### config.mk
export PLATFORM = sky130hd
export DESIGN_NAME = spi_cmd_sniff
export DESIGN_NICKNAME = d
export VERILOG_FILES = /design/src/rtl/spi_cmd_sniff.sv
export SDC_FILE = /design/constraint.sdc
export NUM_CORES = 1
export LEC_CHECK = 0
export CELL_PAD_IN_SITES_DETAIL_PLACEMENT = 1
export CELL_PAD_IN_SITES_GLOBAL_PLACEMENT = 1
export CORE_MARGIN = 10
export CORE_UTILIZATION = 45
export CTS_CLUSTER_SIZE = 12
export DETAILED_ROUTE_END_ITERATION = 12
export PLACE_DENSITY = 0.77
export SETUP_SLACK_MARGIN = 0.4
export SYNTH_ARGS = -nofsm -noshare
export SYNTH_HDL_FRONTEND = slang
export SYNTH_SLANG_ARGS = --single-unit
### constraint.sdc
create_clock -name clk -period 4.4 [get_ports clk]
set_clock_uncertainty 0.2 [all_clocks]
set_input_delay 0.66 -clock clk [delete_from_list [all_inputs] [get_ports clk]]
set_output_delay 0.66 -clock clk [all_outputs]
set_load 0.03 [all_outputs]
### src/rtl/spi_cmd_sniff.sv
// Passive SD SPI-mode command sniffer: recovers 48-bit command tokens from CS/SCK/MOSI,
// checks framing and CRC7, and strobes finsh_o low for one clk on each accepted token.
module spi_cmd_sniff #(
    parameter bit CRC_CHECK = 1'b1
) (
    input  logic        clk,
    input  logic        rst,
    input  logic        spi_cs_n,
    input  logic        spi_sck,
    input  logic        spi_mosi,
    output logic [7:0]  cmd_dat_o,
    output logic [31:0] arg_o,
    output logic [6:0]  crc_o,
    output logic        crc_ok_o,
    output logic        finsh_o,
    output logic [7:0]  drop_cnt_o
);

    typedef enum logic [1:0] {StIdle, StHunt, StPre, StCapt} state_e;

    logic r_cs_s1, r_cs_s2;
    logic r_sck_s1, r_sck_s2, r_sck_s3;
    logic r_mosi_s1, r_mosi_s2;

    state_e      r_state, w_state;
    logic [5:0]  r_bit_cnt, w_bit_cnt;
    logic [44:0] r_shift, w_shift;
    logic [6:0]  r_crc, w_crc;
    logic [7:0]  r_cmd, w_cmd;
    logic [31:0] r_arg, w_arg;
    logic [6:0]  r_crc_rx, w_crc_rx;
    logic        r_crc_ok, w_crc_ok;
    logic        r_finsh, w_finsh;
    logic [7:0]  r_drop, w_drop;

    logic        w_bit_en;
    logic        w_bit;
    logic [45:0] w_shift_in;
    logic        w_crc_fb;
    logic [6:0]  w_crc_step;
    logic        w_crc_match;
    logic        w_drop_inc;

    always_ff @(posedge clk or posedge rst) begin
        if (rst) begin
            r_cs_s1   <= 1'b0;
            r_cs_s2   <= 1'b0;
            r_sck_s1  <= 1'b0;
            r_sck_s2  <= 1'b0;
            r_sck_s3  <= 1'b0;
            r_mosi_s1 <= 1'b0;
            r_mosi_s2 <= 1'b0;
        end else begin
            r_cs_s1   <= spi_cs_n;
            r_cs_s2   <= r_cs_s1;
            r_sck_s1  <= spi_sck;
            r_sck_s2  <= r_sck_s1;
            r_sck_s3  <= r_sck_s2;
            r_mosi_s1 <= spi_mosi;
            r_mosi_s2 <= r_mosi_s1;
        end
    end

    // MOSI shares the SCK pipeline depth, so the sampled bit lines up with the detected edge.
    assign w_bit_en    = r_sck_s2 & ~r_sck_s3 & ~r_cs_s2;
    assign w_bit       = r_mosi_s2;
    assign w_shift_in  = {r_shift, w_bit};
    assign w_crc_fb    = w_bit ^ r_crc[6];
    assign w_crc_step  = {r_crc[5:0], 1'b0} ^ {3'b000, w_crc_fb, 2'b00, w_crc_fb};
    assign w_crc_match = (w_shift_in[7:1] == r_crc);

    always_comb begin
        w_state    = r_state;
        w_bit_cnt  = r_bit_cnt;
        w_shift    = r_shift;
        w_crc      = r_crc;
        w_cmd      = r_cmd;
        w_arg      = r_arg;
        w_crc_rx   = r_crc_rx;
        w_crc_ok   = r_crc_ok;
        w_finsh    = 1'b1;
        w_drop_inc = 1'b0;

        if (r_cs_s2) begin
            w_state = StIdle;
            if (r_state == StCapt) begin
                w_drop_inc = 1'b1;
            end
        end else begin
            unique case (r_state)
                StIdle: w_state = StHunt;
                StHunt: begin
                    if (w_bit_en && !w_bit) begin
                        w_state = StPre;
                    end
                end
                StPre: begin
                    // Start/transmission bits "0","1" fed through CRC7 from zero leave 0x09.
                    if (w_bit_en && w_bit) begin
                        w_state   = StCapt;
                        w_bit_cnt = 6'd2;
                        w_crc     = 7'h09;
                    end
                end
                StCapt: begin
                    if (w_bit_en) begin
                        w_shift   = w_shift_in[44:0];
                        w_bit_cnt = r_bit_cnt + 6'd1;
                        if (r_bit_cnt <= 6'd39) begin
                            w_crc = w_crc_step;
                        end
                        if (r_bit_cnt == 6'd47) begin
                            w_state = StHunt;
                            if (w_shift_in[0] && (w_crc_match || !CRC_CHECK)) begin
                                w_cmd    = {2'b01, w_shift_in[45:40]};
                                w_arg    = w_shift_in[39:8];
                                w_crc_rx = w_shift_in[7:1];
                                w_crc_ok = w_crc_match;
                                w_finsh  = 1'b0;
                            end else begin
                                w_drop_inc = 1'b1;
                            end
                        end
                    end
                end
                default: w_state = StIdle;
            endcase
        end

        w_drop = (w_drop_inc && (r_drop != 8'hFF)) ? r_drop + 8'd1 : r_drop;
    end

    always_ff @(posedge clk or posedge rst) begin
        if (rst) begin
            r_state   <= StIdle;
            r_bit_cnt <= 6'd0;
            r_shift   <= '0;
            r_crc     <= 7'd0;
            r_cmd     <= 8'h00;
            r_arg     <= 32'd0;
            r_crc_rx  <= 7'd0;
            r_crc_ok  <= 1'b0;
            r_finsh   <= 1'b1;
            r_drop    <= 8'd0;
        end else begin
            r_state   <= w_state;
            r_bit_cnt <= w_bit_cnt;
            r_shift   <= w_shift;
            r_crc     <= w_crc;
            r_cmd     <= w_cmd;
            r_arg     <= w_arg;
            r_crc_rx  <= w_crc_rx;
            r_crc_ok  <= w_crc_ok;
            r_finsh   <= w_finsh;
            r_drop    <= w_drop;
        end
    end

    assign cmd_dat_o  = r_cmd;
    assign arg_o      = r_arg;
    assign crc_o      = r_crc_rx;
    assign crc_ok_o   = r_crc_ok;
    assign finsh_o    = r_finsh;
    assign drop_cnt_o = r_drop;

endmodule

==> metrics.txt <==
status=finished, final reports clean; placed inst area=0.00570 mm²; post-route cell area=between 0.006 and 0.007 mm²; cells after synthesis=between 300 and 400; number of gates resized after cts=0; GR Util All Layers=between 10% and 20%; H-tree Lvls=4; WL final=10.4 mm; worst setup margin=~1500 ps; Async S/R FF share, synth=100%; global placement routability congestion=about 0.78; CTS tree=built; first-pass GRT wire length=about 18 mm; Max Root-Sink Buffers=2; # placed instances=535; IO buf count=60; critical path arrival=roughly 3100 ps; largest net degree at the start of global routing=approximately 90; met2 GRT Util=a little over a fifth; clock sinks=roughly 120; Final Power=roughly 2.8 mW; Inserted Clock Buffers=17; pwr dens=approximately 450 mW/mm²; Final #Nets=between 400 and 500; IO Count=62; share of layout cells above drive strength 1=between 20% and 30%; CP Max Fanout=46; Tcrit/Tclk final=~67%; Hold Violations, Final=0; HP Class=flip-flop to flip-flop; Synth area leaders=dfrtp_1 61%, mux2_2 17%, mux2_1 4.1%; Yosys top cell area share=between 60% and 70%; Final setup viols=0; Setup WS pre-CTS=1520 ps; worst path required time=4590 ps; R2R setup slack=1460 ps; Main synth FF type=dfrtp_1; RSZ-0062 raised after global routing=no; Worst Setup SP=r_state[0]; DP HPWL=6.49 mm; Syn Nets=about 360; R2R cell count=7; hold buffers post-CTS=0; Max Fclk=~340 MHz; peak supply drop=roughly 0.22 mV; Util after Layout=about 58%; Synth Area per Inst=~14 µm²; worst flop-to-flop path endpoint=drop_cnt_o[1]; Slew @ Worst Pin=just under 800 ps; global route total overflow=0; Initial Utilization=a little under half; die width=approximately 130 µm; worst hold slack=between 100 and 150 ps; post-route setup TNS=0 ps; Ys Warns=0; Routed Antenna Nets=0; max-cap violations=0; DRT iter0 DRCs=93; post-CTS setup buffers=0; FF-to-FF Start=r_state[0]; # rows=38; Setup crit start kind=flip-flop; Post-synth EDFFs=0; Ant. Diodes=0; detailed-route via count=between 2000 and 3000; area of the mapped netlist=a little under 0.005 mm²; max_slew headroom=48.1%; met3 usage=under 10%; initial antenna violation count=0; Max Slew Vio Count=0; die height=around 130 µm; sequential cell area fraction in the yosys report=between 60 and 70%; min Tclk post-route=2940 ps; Worst-path clk slew=roughly 60 ps; Core Box Area=between 0.01 and 0.015 mm²; Layout Area Growth over Synthesis=26.2%; CP Class=flip-flop to flip-flop; Top Usage Layer GRT=met2; Initial DRT Pass Iterations=4; synth unique cells=40; clk_lat worst skew=520 ps; area leader, netlist=dfrtp_1; #FFs+latches synth=between 100 and 150; post-DR wirelength/cell=about 18 µm; die area=approximately 0.016 mm²; CP Capture Type=flip-flop; Non-Filler Instances=roughly 570; Root Driver=clkbuf_8; met1 Use GR=between 10% and 20%; vias in the first global route=between 3000 and 4000; vias per inst=slightly above 5; DR DRC count=0; LEAKAGE=between 2 and 3 nW; CP endpoint=drop_cnt_o[1]
==> worst min-delay path by stage <==
| stage | start | to | slack (ps) | cells past startpoint |
|---|---|---|---|---|
| final | r_mosi_s1 | r_mosi_s2 | 150 | 0 |
| after global routing | r_mosi_s1 | r_mosi_s2 | 170 | 0 |
| after CTS | r_mosi_s1 | r_mosi_s2 | 150 | 0 |
| after detailed placement | r_mosi_s1 | r_mosi_s2 | 140 | 0 |
| after global placement | r_mosi_s1 | r_mosi_s2 | 140 | 0 |
| after floorplan | r_cs_s1 | r_cs_s2 | 130 | 0 |
==> metal layers <==
| metal | part of all wire (%) | vias to the layer above | wire, µm |
|---|---|---|---|
| met1 | 44 | 1522 | 4610 |
| li1 | - | 1346 | - |
| met4 | 1.0 | 0 | 106 |
| met2 | 48 | 61 | 4990 |
| met5 | 0 | - | 0 |
| met3 | 6.3 | 11 | 656 |
==> power by group <==
group	leakage, nW	switching [mW]	internal, mW	total (mW)
Combinational	1.01	0.149	0.105	0.254
Sequential	1.69	0.0577	1.18	1.24
Clock	0.288	0.467	0.859	1.33
==> layout make-up <==
type / count / area (µm²)
clock buffers: 24 / 480
clock inverters: 8 / 90.1
fillers: 1063 / 4570
inverters: 8 / 33.8
multi-input cells: 200 / 1760
flip-flops and latches: 123 / 3080
well taps: 140 / 175
repair buffers: 64 / 643
==> critical path, stage by stage, from the launching register on <==
cell	delay, ps
dfrtp_1	390
ha_1	470
inv_1	250
nor2_4	170
buf_4	540
o211ai_4	220
a21oi_2	220
mux2_1	340
==> cells in the final DEF, fill, tap and decap left out, types with 2 or more instances in the layout <==
| master | Yosys | routed |
|---|---|---|
| a211oi_1 | 4 | 4 |
| a21o_1 | 2 | 2 |
| a21oi_1 | 7 | 7 |
| buf_4 | 4 | 3 |
| bufinv_16 | 0 | 2 |
| clkbuf_1 | 1 | 3 |
| clkbuf_16 | 0 | 16 |
| clkbuf_8 | 0 | 5 |
| clkdlybuf4s50_1 | 0 | 60 |
| clkinv_2 | 0 | 6 |
| dfrtp_1 | 122 | 122 |
| ha_1 | 5 | 5 |
| inv_1 | 8 | 7 |
| mux2_1 | 18 | 18 |
| mux2_2 | 77 | 77 |
| mux2i_1 | 2 | 2 |
| nand2_1 | 20 | 20 |
| nand2b_1 | 3 | 3 |
| nand3_1 | 6 | 6 |
| nand4_1 | 3 | 3 |
| nor2_1 | 6 | 6 |
| nor3_1 | 2 | 2 |
| o21ai_0 | 8 | 8 |
| o21ai_1 | 4 | 4 |
| o41ai_1 | 2 | 2 |
| or2_2 | 2 | 2 |
| xnor2_1 | 8 | 8 |
| xor2_1 | 6 | 6 |
==> synthesized netlist by cell type, drive strengths merged (2+ instances only) <==
cell / instances
inv: 8
nor2: 8
dfrtp: 122
mux2: 95
or2: 3
xor2: 6
xnor2: 8
nand4: 3
nand3: 6
nand2: 20
a211oi: 4
nand2b: 4
a21oi: 8
o41ai: 2
buf: 13
o21ai: 12
o211ai: 2
mux2i: 2
a21o: 2
nor3: 3
ha: 5
==> sequential cells by signal (all words and copies together) (netlist names) <==
signal / count
drop_cnt_o: 8
r_cs_s1: 1
r_shift: 45
r_mosi_s2: 1
crc_ok_o: 1
r_cs_s2: 1
r_mosi_s1: 1
cmd_dat_o: 7
r_bit_cnt: 6
arg_o: 32
crc_o: 7
r_sck_s3: 1
r_crc: 7
r_state: 2
r_sck_s2: 1
finsh_o: 1
r_sck_s1: 1
==> cells by family (layout without fill, tap and decap cells) <==
kind of cell / count (synthesis) / count (layout) / synth area share, %
flops: 123 / 123 / 62.0
fa+ha+maj: 5 / 5 / 1.26
other cells: 1 / 1 / 0.0755
mux: 97 / 97 / 21.9
simple gates: 52 / 52 / 5.57
compound gates: 31 / 31 / 4.11
buf+inv: 22 / 104 / 2.57
xor+xnor: 14 / 14 / 2.47
Power figures use the tool's default switching activity.
